==> src/rtl/display_page_scheduler.sv <==
// Page sequencer for the 4-digit parking display.
// Rotates COUNT/SPACES pages, inserts FEE pages after a posted fee, forces
// the ALARM page while alarm is high, converts binary to BCD with a
// one-bit-per-cycle double-dabble engine and hands each page to the display
// driver over valid/ready.
// Optional build macro: DISP_BLANK_LZ_EN (blank leading zero digits).
module display_page_scheduler #(
  parameter int unsigned DWELL_CYCLES   = 1000,
  parameter int unsigned FEE_HOLD_PAGES = 3
) (
  input  logic        clk,
  input  logic        reset,
  input  logic [5:0]  vehicle_count,
  input  logic [5:0]  available_spaces,
  input  logic [7:0]  fee_amount,
  input  logic        fee_valid,
  input  logic        alarm,
  input  logic        disp_ready,
  output logic        disp_valid,
  output logic [15:0] bcd_digits,
  output logic [1:0]  page_id,
  output logic        busy
);

  localparam int unsigned DwellW = $clog2(DWELL_CYCLES);
  localparam int unsigned FeeW   = $clog2(FEE_HOLD_PAGES + 1);

  localparam logic [1:0] PageCount  = 2'd0;
  localparam logic [1:0] PageSpaces = 2'd1;
  localparam logic [1:0] PageFee    = 2'd2;
  localparam logic [1:0] PageAlarm  = 2'd3;

  typedef enum logic [2:0] {StIdle, StSelect, StConvert, StPresent, StDwell} state_e;

  state_e            state_q, state_d;
  logic              ptr_q, ptr_d;            // 0: COUNT next, 1: SPACES next
  logic [1:0]        cur_page_q, cur_page_d;
  logic [7:0]        bin_q, bin_d;
  logic [11:0]       bcd_q, bcd_d;
  logic [2:0]        bit_cnt_q, bit_cnt_d;
  logic [DwellW-1:0] dwell_q, dwell_d;
  logic [7:0]        fee_reg_q, fee_reg_d;
  logic              fee_pending_q, fee_pending_d;
  logic [FeeW-1:0]   fee_left_q, fee_left_d;
  logic              disp_valid_q, disp_valid_d;
  logic [15:0]       bcd_digits_q, bcd_digits_d;
  logic [1:0]        page_id_q, page_id_d;

  logic [11:0]       dd_adj;
  logic [11:0]       dd_bcd;
  logic [7:0]        dd_bin;
  logic              handshake;

  // Final digit formatting; digit3 is always zero for an 8-bit source.
  function automatic logic [15:0] fmt_digits(input logic [11:0] d);
`ifdef DISP_BLANK_LZ_EN
    logic [15:0] r;
    r = {4'hF, d};
    if (d[11:8] == 4'd0) begin
      r[11:8] = 4'hF;
      if (d[7:4] == 4'd0) r[7:4] = 4'hF;
    end
    return r;
`else
    return {4'h0, d};
`endif
  endfunction

  // One double-dabble step: add 3 to any digit >= 5, then shift left one bit.
  always_comb begin
    dd_adj = bcd_q;
    for (int i = 0; i < 3; i++) begin
      if (bcd_q[4*i +: 4] >= 4'd5) dd_adj[4*i +: 4] = bcd_q[4*i +: 4] + 4'd3;
    end
    dd_bcd = {dd_adj[10:0], bin_q[7]};
    dd_bin = {bin_q[6:0], 1'b0};
  end

  assign handshake = (state_q == StPresent) && disp_ready;

  // Next-state, datapath and fee bookkeeping.
  always_comb begin
    state_d       = state_q;
    ptr_d         = ptr_q;
    cur_page_d    = cur_page_q;
    bin_d         = bin_q;
    bcd_d         = bcd_q;
    bit_cnt_d     = bit_cnt_q;
    dwell_d       = dwell_q;
    fee_reg_d     = fee_reg_q;
    fee_pending_d = fee_pending_q;
    fee_left_d    = fee_left_q;
    disp_valid_d  = disp_valid_q;
    bcd_digits_d  = bcd_digits_q;
    page_id_d     = page_id_q;

    unique case (state_q)
      StIdle: state_d = StSelect;
      StSelect: begin
        bit_cnt_d = 3'd0;
        bcd_d     = 12'd0;
        if (alarm) begin
          cur_page_d   = PageAlarm;
          state_d      = StPresent;
          bcd_digits_d = 16'hEEEE;
          page_id_d    = PageAlarm;
          disp_valid_d = 1'b1;
        end else begin
          state_d = StConvert;
          if (fee_pending_q) begin
            cur_page_d = PageFee;
            bin_d      = fee_reg_q;
          end else if (ptr_q) begin
            cur_page_d = PageSpaces;
            bin_d      = {2'b00, available_spaces};
          end else begin
            cur_page_d = PageCount;
            bin_d      = {2'b00, vehicle_count};
          end
        end
      end
      StConvert: begin
        bin_d     = dd_bin;
        bcd_d     = dd_bcd;
        bit_cnt_d = bit_cnt_q + 3'd1;
        if (alarm) begin
          state_d = StSelect;
        end else if (bit_cnt_q == 3'd7) begin
          state_d      = StPresent;
          bcd_digits_d = fmt_digits(dd_bcd);
          page_id_d    = cur_page_q;
          disp_valid_d = 1'b1;
        end
      end
      StPresent: begin
        if (disp_ready) begin
          disp_valid_d = 1'b0;
          state_d      = StDwell;
          dwell_d      = DwellW'(DWELL_CYCLES - 1);
          if (cur_page_q == PageCount || cur_page_q == PageSpaces) ptr_d = ~ptr_q;
        end
      end
      StDwell: begin
        if (alarm && cur_page_q != PageAlarm) begin
          state_d = StSelect;
        end else if (dwell_q == '0) begin
          state_d = StSelect;
        end else begin
          dwell_d = dwell_q - DwellW'(1);
        end
      end
      default: state_d = StIdle;
    endcase

    // A new fee pulse overrides the decrement of a concurrent FEE handshake.
    if (fee_valid) begin
      fee_reg_d     = fee_amount;
      fee_pending_d = 1'b1;
      fee_left_d    = FeeW'(FEE_HOLD_PAGES);
    end else if (handshake && cur_page_q == PageFee) begin
      fee_left_d = fee_left_q - FeeW'(1);
      if (fee_left_q == FeeW'(1)) fee_pending_d = 1'b0;
    end
  end

  // State register with synchronous active-low reset.
  always_ff @(posedge clk) begin
    if (!reset) begin
      state_q       <= StIdle;
      ptr_q         <= 1'b0;
      cur_page_q    <= PageCount;
      bin_q         <= 8'd0;
      bcd_q         <= 12'd0;
      bit_cnt_q     <= 3'd0;
      dwell_q       <= '0;
      fee_reg_q     <= 8'd0;
      fee_pending_q <= 1'b0;
      fee_left_q    <= '0;
      disp_valid_q  <= 1'b0;
      bcd_digits_q  <= 16'h0000;
      page_id_q     <= PageCount;
    end else begin
      state_q       <= state_d;
      ptr_q         <= ptr_d;
      cur_page_q    <= cur_page_d;
      bin_q         <= bin_d;
      bcd_q         <= bcd_d;
      bit_cnt_q     <= bit_cnt_d;
      dwell_q       <= dwell_d;
      fee_reg_q     <= fee_reg_d;
      fee_pending_q <= fee_pending_d;
      fee_left_q    <= fee_left_d;
      disp_valid_q  <= disp_valid_d;
      bcd_digits_q  <= bcd_digits_d;
      page_id_q     <= page_id_d;
    end
  end

  assign disp_valid = disp_valid_q;
  assign bcd_digits = bcd_digits_q;
  assign page_id    = page_id_q;
  assign busy       = (state_q == StSelect) || (state_q == StConvert) ||
                      (state_q == StPresent);

endmodule

==> config.mk <==
export PLATFORM = sky130hd
export DESIGN_NAME = display_page_scheduler
export DESIGN_NICKNAME = d
export VERILOG_FILES = /design/src/rtl/display_page_scheduler.sv
export SDC_FILE = /design/constraint.sdc
export NUM_CORES = 1
export LEC_CHECK = 0
export ABC_AREA = 1
export CAP_MARGIN = 25
export CORE_AREA = 2 2 81 83
export DETAILED_ROUTE_END_ITERATION = 12
export DIE_AREA = 0 0 83 85
export PLACE_DENSITY = 0.78
export SETUP_SLACK_MARGIN = 0.2
export SYNTH_ARGS = -nofsm -noshare
export SYNTH_HDL_FRONTEND = slang
export SYNTH_SLANG_ARGS = --single-unit
==> constraint.sdc <==
create_clock -name clk -period 2.29 [get_ports clk]
set_clock_uncertainty 0.15 [all_clocks]
set_input_delay 0.458 -clock clk [delete_from_list [all_inputs] [get_ports clk]]
set_output_delay 0.458 -clock clk [all_outputs]
set_load 0.02 [all_outputs]
Yosys cells after proc, flatten, opt, wreduce, memory -nomap -nowiden
Index checks and enable logic that the tools add are counted. Widths: inputs -> output; s select.

Register bits after elaboration: 69. Input bits: 25. Word-level logic and storage cells: 103.

Reduce and logical (&&, ||, !) cells: 21. Bitwise gates (word level): 1. Equality and inequality tests: 18. Order comparisons: 3. Multiplexer cells: 41. $add $sub $neg: 6.

Operators with widths (count): $mux 16 (3); $pmux 16 s2 (1); $mux 10 (3); $pmux 12 s2 (1); $pmux 10 s2 (1); $mux 3 (6); $mux 8 (2); $ne 2x2->1 const B (8); $pmux 8 s2 (1); $pmux 3 s5 (1); $mux 2 (7); $ge 4x3->1 const B (3); $logic_not 10->1 (1); $sub 10x1->10 const B (1); $mux 1 (9); $add 4x2->4 const B (2); $mux 4 (2); $reduce_and 4->1 (2); $reduce_bool 2->1 (4); $eq 3x2->1 const B (2); $eq 3x3->1 const B (2); $mux 6 (1); $ne 3x3->1 const B (2); $pmux 3 s2 (1); 17 further kinds (24).

Longest topological paths before layout
Gate-level depths: netlist of run 1.

Word-level depth: 5. Mapped depth: 11.

Least setup slack after synthesis of run 1
Ideal clock, no wire load.

Path type: flip-flop to flip-flop. Start: register dwell_q[0]. End: register dwell_q[0]. Setup time: 0.116 ns. Cell stages (with the launch flop): 11. Path slack: 0.700 ns. Period minus slack after synthesis: 1.590 ns. Arrival time: 1.324 ns. Cell sequence: dfxtp_1 inv_1 ha_1 nand3_1 nor2_1 nand2_1 nand2_1 nand2_2 buf_6 o21ai_0 nor2_1.

Cells in the longest elaborated chain, start to end: 4. Elaborated cells on any way between the ends: 7. Classes of those cells: add/sub: 1; eq/ne: 1; mux: 3; reduce/logical: 2.

Ends and longest elaborated chain: from (decl) (line 41) `logic [DwellW-1:0] dwell_q, dwell_d;`; from (signal assigned) (line 189) `dwell_q <= dwell_d;`; $sub 10x1->10 (line 149) `dwell_d = dwell_q - DwellW'(1);`; $mux 10 (line 146) `end else if (dwell_q == '0) begin`; $mux 10 (line 144) `if (alarm && cur_page_q != PageAlarm) begin`; $pmux 10 s2 (line 97) `unique case (state_q)`.

Parallel ways exist; a longest one is shown, timed or not. The select of a mux whose other input is x is not followed. A chain may end at the register's enable or synchronous reset.

==> flow_summary_export.csv, run 1 <==
group,metric,value,unit
worst_setup_path,slowest_stage,"clkdlybuf4s50_1",
logic_synthesis,synth_area_leaders,"dfxtp_1, nand2_1, nor2_1",
floorplanning,die_area,7060,um2
placement,io_buffers,43,
logic_synthesis,synth-edff-count,0,
sta,hold_viol_final,0,
clocking,cts.path.max_buffers,2,
routing,vias_per_cell,5.25,
worst_setup_path,reg2regPathDepth,8,
layout,fillers,567,
worst_setup_path,cp_cell_sequence,"clkdlybuf4s50_1",
min_path,min_to,"bit_cnt_q[0]$_SDFFE_PN0P_",
worst_setup_path,path_buf_inv,1,
logic_synthesis,synth_cell_types,38,
clocking,cts_hold_buf,0,
min_path,hp-start,"bit_cnt_q[0]$_SDFFE_PN0P_",
min_path,min-delay-path-class,"reg2reg",
logic_synthesis,ys_seq_elements,66,
routing,drt-initial-drc-count,136,
floorplanning,initial_utilization,0.533,
sta,max_freq,502,MHz
clocking,cts_root_buffer,"clkbuf_8",
worst_setup_path,critPathMaxStageDelay,0.63,ns
floorplanning,io_pins,45,
logic_synthesis,synth_nets,495,
logic_synthesis,synth_common_cells,"nand2_1, dfxtp_1, nor2_1",
clocking,clock_latency,0.34,ns
sta,fin_crit_sh,0.870,
floorplanning,die_x,83,um
routing,vias,3069,
worst_setup_path,r2r_setup_slack,0.39,ns
routing,routedWlPerCell,13.1,um
placement,place_area,3790,um2
sta,setup_ws,0.297,ns
clocking,htreeDepth,3,
sta,period_minus_slack,1.99,ns
worst_setup_path,required,1.68,ns
floorplanning,num_rows,29,
layout,design_area,3970,um2
global_routing,grt_pass1_vias,2967,
worst_setup_path,cp_max_fo,4,
sta,rsz0062_at_grt,"false",
logic_synthesis,synth_top_area_frac,0.400,
sta,slew_violations,0,
floorplanning,fp.dieH,85,um
clocking,cts_buffers,9,
pwr,ir_drop,0.000907,V
logic_synthesis,async_flop_share,0,
layout,drive_gt1_frac,0.0945,
worst_setup_path,r2r_start,"state_q[1]$_SDFFE_PN0P_",
logic_synthesis,syn_inst,460,
logic_synthesis,synth.most_common_cell,"nand2_1",
clocking,clkTransAtPathRegs,0.07,ns
worst_setup_path,cp.arrival,1.38,ns
global_routing,grt_remaining_overflow,0,
placement,post-place-ws,0.215,ns
sta,finalSetupViolCount,0,
layout,diodes,0,
logic_synthesis,avgSynthCellArea,7.19,um2
placement,dpl.hpwl,5.42,mm
worst_setup_path,worstReg2RegEnd,"bcd_digits[6]$_SDFFE_PN0P_",
worst_setup_path,path_class,"reg2out",
clocking,cts_tree,"built",
clocking,cts.sinks,66,
outcome,status,"finished clean",
worst_setup_path,critPathCaptureType,"primary output",
global_routing,grt_pass1_wl,13.2,mm
logic_synthesis,syn_area,3310,um2
logic_synthesis,synth_flop_cell,"dfxtp_1",
logic_synthesis,yosysTopAreaCell,"dfxtp_1",
flow_run,max-cap-violations,0,
routing,antenna_left,0,
global_routing,grt_max_degree,20,
worst_setup_path,setup.worst_path.start_class,"register",
logic_synthesis,ys_warn_count,0,
worst_setup_path,critical_path.top_delay_family,"buffers and inverters",
global_routing,gr-usage-all-layers,0.227,
global_routing,antenna_found_initial,0,
min_path,whs_path_depth,1,
routing,drt-total-wl,7.64,mm
placement,gp_congestion,0.858,
logic_synthesis,synth-seq-area-share,0.400,
sta,tns,0,ns
pwr,power,4460,uW
layout,areaGrowthSynthToFinish,20.1,%
floorplanning,core_area,6200,um2
layout,nets,539,
pwr,power_density,1120,nW/um2
routing,drc,0,
pwr,power.leakage,0.00164,uW
routing,dr.pass1.iters,6,
state kept, by name (all words and copies together), names as in the netlist:
signal         flops
ptr_q              1
cur_page_q         2
bit_cnt_q          3
fee_reg_q          8
dwell_q           10
disp_valid         1
fee_pending_q      1
page_id            2
bcd_digits        13
bin_q              8
state_q            3
bcd_q             12
fee_left_q         2
through the flow:
stage	hold WS (ns)	std cells	util
after floorplan	0.279	460	-
after global placement	0.288	570	0.610
after detailed placement	0.304	570	0.610
after CTS	0.313	585	0.640
after global routing	0.339	585	0.640
final	0.309	585	0.640
power by group:
group	switching, uW	internal, uW	total, uW
Clock	429	524	953
Sequential	197	1430	1630
Combinational	1150	728	1880
Total	1770	2680	4460
layout make-up:
type                            count  area [um2]  area share
Inverter                           49         186      0.0469
Timing Repair Buffer               55         519       0.131
Sequential cell                    66        1320       0.333
Clock buffer                       12         145      0.0365
Clock inverter                      3        40.0      0.0101
Multi-Input combinational cell    323        1660       0.418
Tap cell                           77        96.3      0.0243
cells by family (layout without fill, tap and decap cells):
kind of cell	after synthesis	after routing	share of synthesized area
other cells	1	1	0.00113
flops	66	66	0.400
simple gates	210	210	0.281
fa+ha+maj	10	10	0.0379
buf+inv	71	119	0.0977
compound gates	97	97	0.169
xor+xnor	5	5	0.0132
layer usage:
| metal | wire [um] | GRT usage | vias to the layer above |
|---|---|---|---|
| met5 | 0 | 0 | - |
| met4 | 169 | 0.101 | 0 |
| met3 | 240 | 0.0389 | 16 |
| met2 | 3490 | 0.367 | 62 |
| met1 | 3740 | 0.300 | 1408 |
| li1 | - | - | 1583 |
placed cells by master, fill, tap and decap left out, drive strengths merged, types with 2 or more instances in the layout:
| cell type | count |
|---|---|
| nor2 | 66 |
| o211ai | 5 |
| o21ai | 43 |
| a21oi | 34 |
| ha | 10 |
| xor2 | 4 |
| dfxtp | 66 |
| o2111ai | 2 |
| nor3 | 11 |
| nand2 | 95 |
| clkdlybuf4s50 | 42 |
| clkinv | 4 |
| a211oi | 3 |
| clkbuf | 12 |
| inv | 47 |
| nand3 | 32 |
| nand3b | 4 |
| a31oi | 7 |
| o21bai | 2 |
| buf | 12 |
how the worst max path moves through the flow:
stage                                            from                          to  cells past startpoint
final                     bcd_digits[14]$_SDFFE_PN0P_              bcd_digits[13]                      1
after global routing          state_q[0]$_SDFFE_PN0P_                        busy                      3
after CTS                     state_q[0]$_SDFFE_PN0P_                        busy                      3
after detailed placement                        alarm  bcd_digits[3]$_SDFFE_PN0P_                     10
after global placement                          alarm  bcd_digits[3]$_SDFFE_PN0P_                     10
after floorplan               dwell_q[0]$_SDFFE_PN0P_     dwell_q[0]$_SDFFE_PN0P_                     10
what timing repair did:
| action | CTS | global route |
|---|---|---|
| hold endpoints to repair | 0 | 0 |
| setup buffers | 0 | 0 |
| resized for setup | 2 | 0 |
| setup endpoints to repair | 1 | 0 |
(Power assumes the default switching activity.)
==> run 2, diff against run 1 <==
--- a/config.mk
+++ b/config.mk
@@ -6,7 +6,6 @@
 export NUM_CORES = 1
 export LEC_CHECK = 0
 export ABC_AREA = 1
-export CAP_MARGIN = 25
 export CORE_AREA = 2 2 81 83
 export DETAILED_ROUTE_END_ITERATION = 12
 export DIE_AREA = 0 0 83 85
==> results of run 2 <==
No change in the layout: final DEF, timing and power equal those of run 1.
==> run 3, diff against run 2 <==
--- a/config.mk
+++ b/config.mk
@@ -11,6 +11,7 @@
 export DIE_AREA = 0 0 83 85
 export PLACE_DENSITY = 0.78
 export SETUP_SLACK_MARGIN = 0.2
+export SLEW_MARGIN = 25
 export SYNTH_ARGS = -nofsm -noshare
 export SYNTH_HDL_FRONTEND = slang
 export SYNTH_SLANG_ARGS = --single-unit
==> results of run 3 <==
No change in the layout: final DEF, timing and power equal those of run 1.
